`src/rtl/io_pkg.sv`:
```
// Shared definitions for the front-panel hex I/O: keypad FSM state encodings,
// keypad idle/initial patterns and the hex digit width.
package io_pkg;

  localparam int DIGIT_W = 4;

  localparam logic [1:0] ST_SCAN   = 2'd0;
  localparam logic [1:0] ST_DEB    = 2'd1;
  localparam logic [1:0] ST_ACCEPT = 2'd2;
  localparam logic [1:0] ST_REL    = 2'd3;

  localparam logic [3:0] ROW_INIT = 4'b1110;
  localparam logic [3:0] COL_IDLE = 4'hF;

  // Advance the active-low row strobe to the next row (1110->1101->1011->0111).
  function automatic logic [3:0] rotl4(input logic [3:0] v);
    return {v[2:0], v[3]};
  endfunction

endpackage

```
`src/rtl/scan_tick.sv`:
```
// Free-running divider: counts 0..N-1 and pulses tick for one clk on the last count.
module scan_tick #(
  parameter int N = 10000
) (
  input  logic clk,
  input  logic rst,
  output logic tick
);

  localparam int W = (N > 2) ? $clog2(N) : 1;
  localparam logic [W-1:0] LAST = W'(N - 1);

  logic [W-1:0] cnt_reg;

  assign tick = (cnt_reg == LAST);

  // Wrap the counter after the tick cycle.
  always_ff @(posedge clk) begin
    if (rst) begin
      cnt_reg <= '0;
    end else if (tick) begin
      cnt_reg <= '0;
    end else begin
      cnt_reg <= cnt_reg + 1'b1;
    end
  end

endmodule

```
`src/rtl/keypad_scan.sv`:
```
// 4x4 active-low keypad scanner with per-key debounce and a 4-digit hex entry
// shift register. Optional macro KEYPAD_SYNC_EN inserts a 2-flop synchronizer
// on col for keypads asynchronous to clk (adds 2 clk of input latency).
module keypad_scan #(
  parameter int SCAN_DIV = 10000,
  parameter int DEBOUNCE = 4
) (
  input  logic        clk,
  input  logic        rst,
  input  logic [3:0]  col,
  input  logic        clr,
  output logic [3:0]  row,
  output logic [15:0] num,
  output logic [3:0]  key_code,
  output logic        key_valid
);

  import io_pkg::*;

  localparam logic [3:0] DEB_N = 4'(DEBOUNCE);

  logic       tick;
  logic [3:0] col_s;

  logic [1:0]           state_reg, state_next;
  logic [3:0]           row_reg, row_next;
  logic [3:0]           cnt_reg, cnt_next;
  logic [3:0]           cand_reg, cand_next;
  logic [4*DIGIT_W-1:0] num_reg, num_next;
  logic [3:0]           key_code_reg, key_code_next;
  logic                 key_valid_reg, key_valid_next;

  scan_tick #(.N(SCAN_DIV)) u_tick (
    .clk  (clk),
    .rst  (rst),
    .tick (tick)
  );

`ifdef KEYPAD_SYNC_EN
  logic [3:0] sync1_reg, sync2_reg;

  // Two-stage synchronizer; idles high so reset never looks like a press.
  always_ff @(posedge clk) begin
    if (rst) begin
      sync1_reg <= COL_IDLE;
      sync2_reg <= COL_IDLE;
    end else begin
      sync1_reg <= col;
      sync2_reg <= sync1_reg;
    end
  end

  assign col_s = sync2_reg;
`else
  assign col_s = col;
`endif

  // Priority encoder: high_below[i] says every column below i is released,
  // so first_low is one-hot on the lowest pressed column.
  logic [4:0] high_below;
  logic [3:0] first_low;
  assign high_below[0] = 1'b1;

  genvar gi;
  generate
    for (gi = 0; gi < 4; gi++) begin : g_prio
      assign first_low[gi]      = ~col_s[gi] & high_below[gi];
      assign high_below[gi + 1] = high_below[gi] & col_s[gi];
    end
  endgenerate

  logic       hit;
  logic [1:0] col_idx, row_idx;
  logic [3:0] code, cnt_inc;

  assign hit     = (col_s != COL_IDLE);
  assign code    = {row_idx, col_idx};
  assign cnt_inc = cnt_reg + 4'd1;

  // Convert the one-hot column and the row strobe into 2-bit indices.
  always_comb begin
    col_idx = 2'd0;
    for (int i = 3; i >= 0; i--) begin
      if (first_low[i]) col_idx = 2'(i);
    end
    case (row_reg)
      4'b1101: row_idx = 2'd1;
      4'b1011: row_idx = 2'd2;
      4'b0111: row_idx = 2'd3;
      default: row_idx = 2'd0;
    endcase
  end

  // Scan/debounce/accept/release state machine; all but ACCEPT wait for tick.
  always_comb begin
    state_next     = state_reg;
    row_next       = row_reg;
    cnt_next       = cnt_reg;
    cand_next      = cand_reg;
    num_next       = num_reg;
    key_code_next  = key_code_reg;
    key_valid_next = 1'b0;
    case (state_reg)
      ST_SCAN: begin
        if (tick) begin
          if (!hit) begin
            row_next = rotl4(row_reg);
          end else begin
            cand_next  = code;
            cnt_next   = 4'd1;
            state_next = (DEBOUNCE == 1) ? ST_ACCEPT : ST_DEB;
          end
        end
      end
      ST_DEB: begin
        if (tick) begin
          if (hit && (code == cand_reg)) begin
            cnt_next = cnt_inc;
            if (cnt_inc == DEB_N) state_next = ST_ACCEPT;
          end else begin
            cnt_next   = 4'd0;
            row_next   = rotl4(row_reg);
            state_next = ST_SCAN;
          end
        end
      end
      ST_ACCEPT: begin
        key_valid_next = 1'b1;
        key_code_next  = cand_reg;
        num_next       = {num_reg[4*DIGIT_W-5:0], cand_reg};
        cnt_next       = 4'd0;
        state_next     = ST_REL;
      end
      default: begin
        if (tick) begin
          cnt_next = hit ? 4'd0 : cnt_inc;
          if (!hit && (cnt_inc == DEB_N)) begin
            cnt_next   = 4'd0;
            row_next   = rotl4(row_reg);
            state_next = ST_SCAN;
          end
        end
      end
    endcase
    // Clear overrides any shift happening in the same cycle.
    if (clr) num_next = '0;
  end

  // State and output registers.
  always_ff @(posedge clk) begin
    if (rst) begin
      state_reg     <= ST_SCAN;
      row_reg       <= ROW_INIT;
      cnt_reg       <= 4'd0;
      cand_reg      <= 4'd0;
      num_reg       <= '0;
      key_code_reg  <= 4'd0;
      key_valid_reg <= 1'b0;
    end else begin
      state_reg     <= state_next;
      row_reg       <= row_next;
      cnt_reg       <= cnt_next;
      cand_reg      <= cand_next;
      num_reg       <= num_next;
      key_code_reg  <= key_code_next;
      key_valid_reg <= key_valid_next;
    end
  end

  assign row       = row_reg;
  assign num       = num_reg;
  assign key_code  = key_code_reg;
  assign key_valid = key_valid_reg;

endmodule

```
`config.mk`:
```
export PLATFORM = sky130hd
export DESIGN_NAME = keypad_scan
export DESIGN_NICKNAME = d
export VERILOG_FILES = /design/src/rtl/io_pkg.sv /design/src/rtl/scan_tick.sv /design/src/rtl/keypad_scan.sv
export SDC_FILE = /design/constraint.sdc
export NUM_CORES = 1
export LEC_CHECK = 0
export BUFFER_PORTS_ARGS = -buffer_cell sky130_fd_sc_hd__buf_2
export CORE_MARGIN = 2
export CORE_UTILIZATION = 58
export CTS_BUF_LIST = sky130_fd_sc_hd__clkbuf_8
export CTS_CLUSTER_DIAMETER = 40
export DETAILED_ROUTE_END_ITERATION = 10
export PLACE_DENSITY = 0.78
export SYNTH_ARGS = -nofsm -noshare
export SYNTH_HDL_FRONTEND = slang
export SYNTH_HIERARCHICAL = 1
export SYNTH_SLANG_ARGS = --single-unit
```
`constraint.sdc`:
```
create_clock -name clk -period 2.7 [get_ports clk]
set_input_delay 0.405 -clock clk [delete_from_list [all_inputs] [get_ports clk]]
set_output_delay 0.405 -clock clk [all_outputs]
set_load 0.005 [all_outputs]
```
==> impl_metrics.tcl, run 1 <==
set metrics [dict create \
    dr.pass1.iters 4 \
    setup_tns_ns 0 \
    die_x_um 65.3 \
    num_antenna_cells 0 \
    min_period_ns 2.26 \
    crit_arrival_ns 2.45 \
    dp_cells 337 \
    min_to "num[13]$_SDFFE_PP0P_" \
    fin_util_pct 67.4 \
    synth_nets 278 \
    wl_per_cell_um 11.4 \
    min_from "num[13]$_SDFFE_PP0P_" \
    slew_violations 0 \
    syn_to_final_growth_pct 12.4 \
    pin_count 32 \
    grtUsageTotal_pct 20.3 \
    ant_nets 0 \
    ir_drop_mv 0.381 \
    clk_latency_ns 0.30 \
    finClkSkew_ns 0.00941 \
    cts.sinks 49 \
    slew_headroom_pct 62.3 \
    ff2ff_path_depth 6 \
    htreeDepth 2 \
    top_layer "met4" \
    min_period_over_period_pct 83.7 \
    synth-simple-area-share_pct 27.7 \
    combPwrFrac_pct 2.8 \
    final_cells 345 \
    setup_violations 0 \
    synth_edf_count 0 \
    powerDensity_mw_per_mm2 488 \
    worstMarginPinSlew_ns 0.565 \
    layout_setup_ws_ns 0.441 \
    clkSlewWorstSetupHoldPaths_ns 0.09 \
    num_vias 1826 \
    drt_iter0_drc 111 \
    required_ns 2.89 \
    synth_xor_area_share_pct 6.03 \
    p_sw_share_pct 22.8 \
    grt_setup_unrepaired "false" \
    synthArstFlopShare_pct 0 \
    total_power_mw 1.20 \
    synth_fa_ha_area_share_pct 1.15 \
    holdWs_ns 0.458 \
    grt_antenna_before_repair 0 \
    numCtsBuffers 5 \
    drive_above_1_share_pct 17.5 \
    grt_max_degree 25 \
    end_kind "flop" \
    grt_pass1_vias 1656 \
    postCtsSetupRepairBufs 0 \
    seqPwrFrac_pct 61.0 \
    n_fill_cell 331 \
    synth-compound-area-share_pct 13.4 \
    final_area_mm2 0.00245 \
    final_common_cell "nand2_1" \
    drc 0 \
    rrSetupSlack_ns 0.44 \
    cts_tree "done" \
    synth_area_mm2 0.00218 \
    cts_root_buf "clkbuf_8" \
    finalHoldViolations 0 \
    port_buffers 31 \
    vias_per_cell 5.29 \
    syn_avg_cell_area_um2 8.10 \
    gp_congestion 0.790 \
    fmax_mhz 443 \
    max_cap_viol_count 0 \
    worst_setup_path_start_kind "flop" \
    wirelength_met1_mm 1.96 \
    ys.flop_type "dfxtp_1" \
    dieArea_mm2 0.00426 \
    hold_depth 2 \
    netSwitchingPower_uw 272 \
    start_util_pct 60.0 \
    post-place-ws_ns 0.476 \
    grt_pass1_wl_mm 6.85 \
    synth_top_family_by_area "simple AND/OR/NAND/NOR gates" \
    drt_wl_total_mm 3.95 \
    dp_hpwl_mm 2.79 \
    status "complete, no violations" \
    post_cts_resized 0 \
    largest_reg_flops 16 \
    hp-class "flop to flop" \
    yosysSeqAreaShare_pct 45.0 \
    wl_met3_um 139 \
    cp_max_fo 8 \
    synth_seq_cells 49 \
    clock_power_share_pct 36.2 \
    die_y_um 65.3 \
    row_count 22 \
    synth_cell_types 41 \
    nets 305 \
    syn_inst 269 \
    synth_warnings 6 \
    final_cell_mix "nand2_1, dfxtp_1, nor2_1" \
    place_area_mm2 0.00236 \
    clock_path_buffers 2 \
    muxShareOfSynthArea_pct 3.27 \
    postCtsHoldBufs 0 \
    r2r-end "row[3]$_SDFFE_PP1P_" \
    power.leakage_nw 0.900 \
    r2r_start "row[1]$_SDFFE_PP1P_" \
    internal_power_uw 924 \
    grt.overflow.total 0 \
    core_mm2 0.00363 \
    critPathKind "flop to flop" \
    wl_met2_mm 1.81 \
]
-- worst max-delay path: stages (launching register included) --
cell and delay [ns]:
dfxtp_1 0.46, nand3_1 0.12, or4b_1 0.49, o31a_1 0.15
a2111oi_4 0.60, nor2_2 0.17, mux2i_1 0.15
-- power groups by stage --
stage                     clock [mW]  combinational (mW)  sequential (mW)
after floorplan                    0              0.0247            0.746
after global placement             0              0.0334            0.747
after detailed placement           0              0.0340            0.747
after CTS                      0.453              0.0342            0.730
after global routing           0.478              0.0384            0.730
final                          0.433              0.0339            0.730
-- cell usage after synthesis (all sizes together), types with 4 or more instances --
master / instances / share of area, %
mux2i: 6 / 2.8
a21oi: 30 / 6.9
dfxtp: 49 / 45
buf: 4 / 1.1
xnor2: 10 / 4.0
nor2: 38 / 6.7
nand4: 5 / 1.4
xor2: 5 / 2.0
nand3: 10 / 2.3
nand2b: 6 / 1.7
nor3: 6 / 1.4
nand2: 51 / 8.8
clkbuf: 10 / 1.7
inv: 4 / 0.69
o21ai: 4 / 0.92
-- kinds of logic after synthesis --
group,after synthesis
AND/OR/NAND/NOR,132
flip-flops,49
AO/OA/AOI/OAI,46
buffers and inverters,18
XOR/XNOR,15
multiplexers,7
adder cells (fa/ha/maj),2
-- final cells by class --
class / count / area, µm² / share of cell area, %
Multi-Input combinational cell: 202 / 1120 / 45.8
Clock buffer: 5 / 68.8 / 2.81
Tap cell: 48 / 60.1 / 2.45
Inverter: 4 / 15.0 / 0.613
Timing Repair Buffer: 34 / 178 / 7.25
Clock inverter: 3 / 25.0 / 1.02
Sequential cell: 49 / 981 / 40.0
-- worst max-delay path by stage --
stage | cells after the start | slack, ns | start | to
2_1_floorplan | 7 | 0.50 | u_tick/cnt_reg[5]$_SDFF_PP0_ | cnt_reg[3]$_SDFFE_PP0P_
3_3_place_gp | 6 | 0.53 | row[1]$_SDFFE_PP1P_ | row[0]$_SDFFE_PP0P_
3_5_place_dp | 6 | 0.48 | row[1]$_SDFFE_PP1P_ | row[3]$_SDFFE_PP1P_
4_1_cts | 6 | 0.45 | row[1]$_SDFFE_PP1P_ | row[3]$_SDFFE_PP1P_
5_1_grt | 6 | 0.28 | row[1]$_SDFFE_PP1P_ | row[2]$_SDFFE_PP1P_
6_report | 6 | 0.44 | row[1]$_SDFFE_PP1P_ | row[3]$_SDFFE_PP1P_
-- metal layers --
layer	vias to the layer above	global-route usage, %
met2	29	34.1
li1	958	-
met3	4	4.11
met5	-	0
met4	0	7.81
met1	835	25.7
No activity file was read; power rests on OpenSTA's default activity.
==> inputs of run 2 (changes only) <==
Clock period 2.7 ns to 2.3 ns, I/O delays scaled along.
==> run 2 against run 1 <==
Net effect: worst setup slack worse by 0.26 ns; final cell count up 0.58%; via count up 1.6%; global-route usage up 0.93 points; sequential share of layout area down 0.38 points; first-iteration DRC count up 34%; critical endpoint is now state_reg[0]$_SDFFE_PP0P_; largest power group unchanged; highest routed layer unchanged.
==> impl_metrics.tcl, run 2 (synthesis gave the netlist of run 1 again) <==
set metrics [dict create \
    cp_max_fo 8 \
    nets 307 \
    cts.sinks 49 \
    port_buffers 31 \
    start_util_pct 60.0 \
    cts_tree "done" \
    combPwrFrac_pct 2.8 \
    vias_per_cell 5.35 \
    end_kind "flop" \
    drc 0 \
    setup_violations 0 \
    fmax_mhz 473 \
    max_cap_viol_count 0 \
    total_power_mw 1.41 \
    critPathKind "flop to flop" \
    wl_per_cell_um 11.5 \
    min_period_over_period_pct 92.0 \
    postCtsSetupRepairBufs 0 \
    syn_to_final_growth_pct 13.5 \
    gp_congestion 0.843 \
    final_common_cell "nand2_1" \
    drive_above_1_share_pct 18.1 \
    clock_path_buffers 2 \
    drt_wl_total_mm 4.01 \
    die_x_um 65.3 \
    clkSlewWorstSetupHoldPaths_ns 0.09 \
    grt_max_degree 25 \
    worst_setup_path_start_kind "flop" \
    required_ns 2.52 \
    grt.overflow.total 0 \
    setup_tns_ns 0 \
    cts_root_buf "clkbuf_8" \
    pin_count 32 \
    largest_reg_flops 16 \
    status "complete, no violations" \
    layout_setup_ws_ns 0.185 \
    powerDensity_mw_per_mm2 570 \
    internal_power_mw 1.08 \
    htreeDepth 2 \
    dieArea_mm2 0.00426 \
    grt_setup_unrepaired "false" \
    post-place-ws_ns 0.226 \
    crit_arrival_ns 2.33 \
    num_antenna_cells 0 \
    grtUsageTotal_pct 21.2 \
    num_vias 1855 \
    drt_iter0_drc 149 \
    power.leakage_nw 0.909 \
    grt_antenna_before_repair 0 \
    slew_headroom_pct 72.8 \
    finalHoldViolations 0 \
    dp_hpwl_mm 2.86 \
    worstMarginPinSlew_ns 0.408 \
    final_cell_mix "nand2_1, dfxtp_1, nor2_1" \
    dr.pass1.iters 4 \
    grt_pass1_wl_mm 7.13 \
    ir_drop_mv 0.378 \
    core_mm2 0.00363 \
    clock_power_share_pct 36.4 \
    slew_violations 0 \
    p_sw_share_pct 23.0 \
    finClkSkew_ns 0.0140 \
    grt_pass1_vias 1636 \
    min_period_ns 2.12 \
    die_y_um 65.3 \
    numCtsBuffers 5 \
    row_count 22 \
    hp-class "input port to flop" \
    seqPwrFrac_pct 60.7 \
    ant_nets 0 \
    clk_latency_ns 0.30 \
    netSwitchingPower_uw 325 \
]
## run 2: changes by cell type in the layout (fill, tap and decap cells not counted), sizes merged
cell | before | now
buf | 34 | 36
## run 2: power by group through the flow
stage / Sequential, mW / Combinational (mW) / Clock, mW
after global placement: 0.877 / 0.0395 / 0
after detailed placement: 0.876 / 0.0401 / 0
after floorplan: 0.876 / 0.0290 / 0
after global routing: 0.858 / 0.0468 / 0.564
after CTS: 0.857 / 0.0402 / 0.528
final: 0.856 / 0.0398 / 0.514
## run 2: layout make-up
type                    count  area (µm²)
repair buffers             36         193
clock buffers               5        68.8
inverters                   4        15.0
well taps                  48        60.1
fillers                   306        1160
multi-input cells         202        1130
flip-flops and latches     49         981
clock inverters             3        25.0
## run 2: layer usage
layer / routed length, µm / share of wire, % / track usage [%] / up-vias
met5: 0 / 0 / 0 / -
met1: 1910 / 48 / 29.5 / 847
met2: 1840 / 46 / 32.4 / 34
met3: 176 / 4.4 / 4.62 / 7
li1: - / - / - / 967
met4: 76 / 1.9 / 8.07 / 0
## run 2: worst paths after layout
| kind | end | start | slack (ns) | depth (start not counted) |
|---|---|---|---|---|
| setup / recovery | state_reg[0]$_SDFFE_PP0P_ | row[0]$_SDFFE_PP0P_ | 0.18 | 7 |
| hold / removal | cand_reg[1]$_SDFFE_PP0P_ | rst | 0.44 | 2 |
| setup reg to reg | state_reg[0]$_SDFFE_PP0P_ | row[0]$_SDFFE_PP0P_ | 0.18 | 7 |
| hold reg to reg | num[13]$_SDFFE_PP0P_ | num[13]$_SDFFE_PP0P_ | 0.46 | 2 |
## run 2: what timing repair did
item                                    CTS  global route
hold buffers                              0             0
hold endpoints to repair                  0             0
endpoints found under the setup margin    0             1
gates resized for setup                   0             1
## run 2: stage by stage
step / instance area, µm² / hold slack, ns / utilization (%) / std cells
after detailed placement: 2370 / 0.444 / 65.3 / 339
after CTS: 2460 / 0.440 / 67.8 / 347
after floorplan: 2180 / 0.417 / - / 269
after global placement: 2370 / 0.440 / 65.3 / 339
after global routing: 2470 / 0.472 / 68.1 / 347
final: 2470 / 0.444 / 68.1 / 347
## run 2: worst max-delay path, cell delays in order, from the launching register on
cell	delay [ns]
dfxtp_1	0.47
nand3_1	0.14
or4b_1	0.48
o31a_1	0.14
a2111oi_4	0.34
buf_4	0.20
a221oi_2	0.07
a211oi_2	0.19
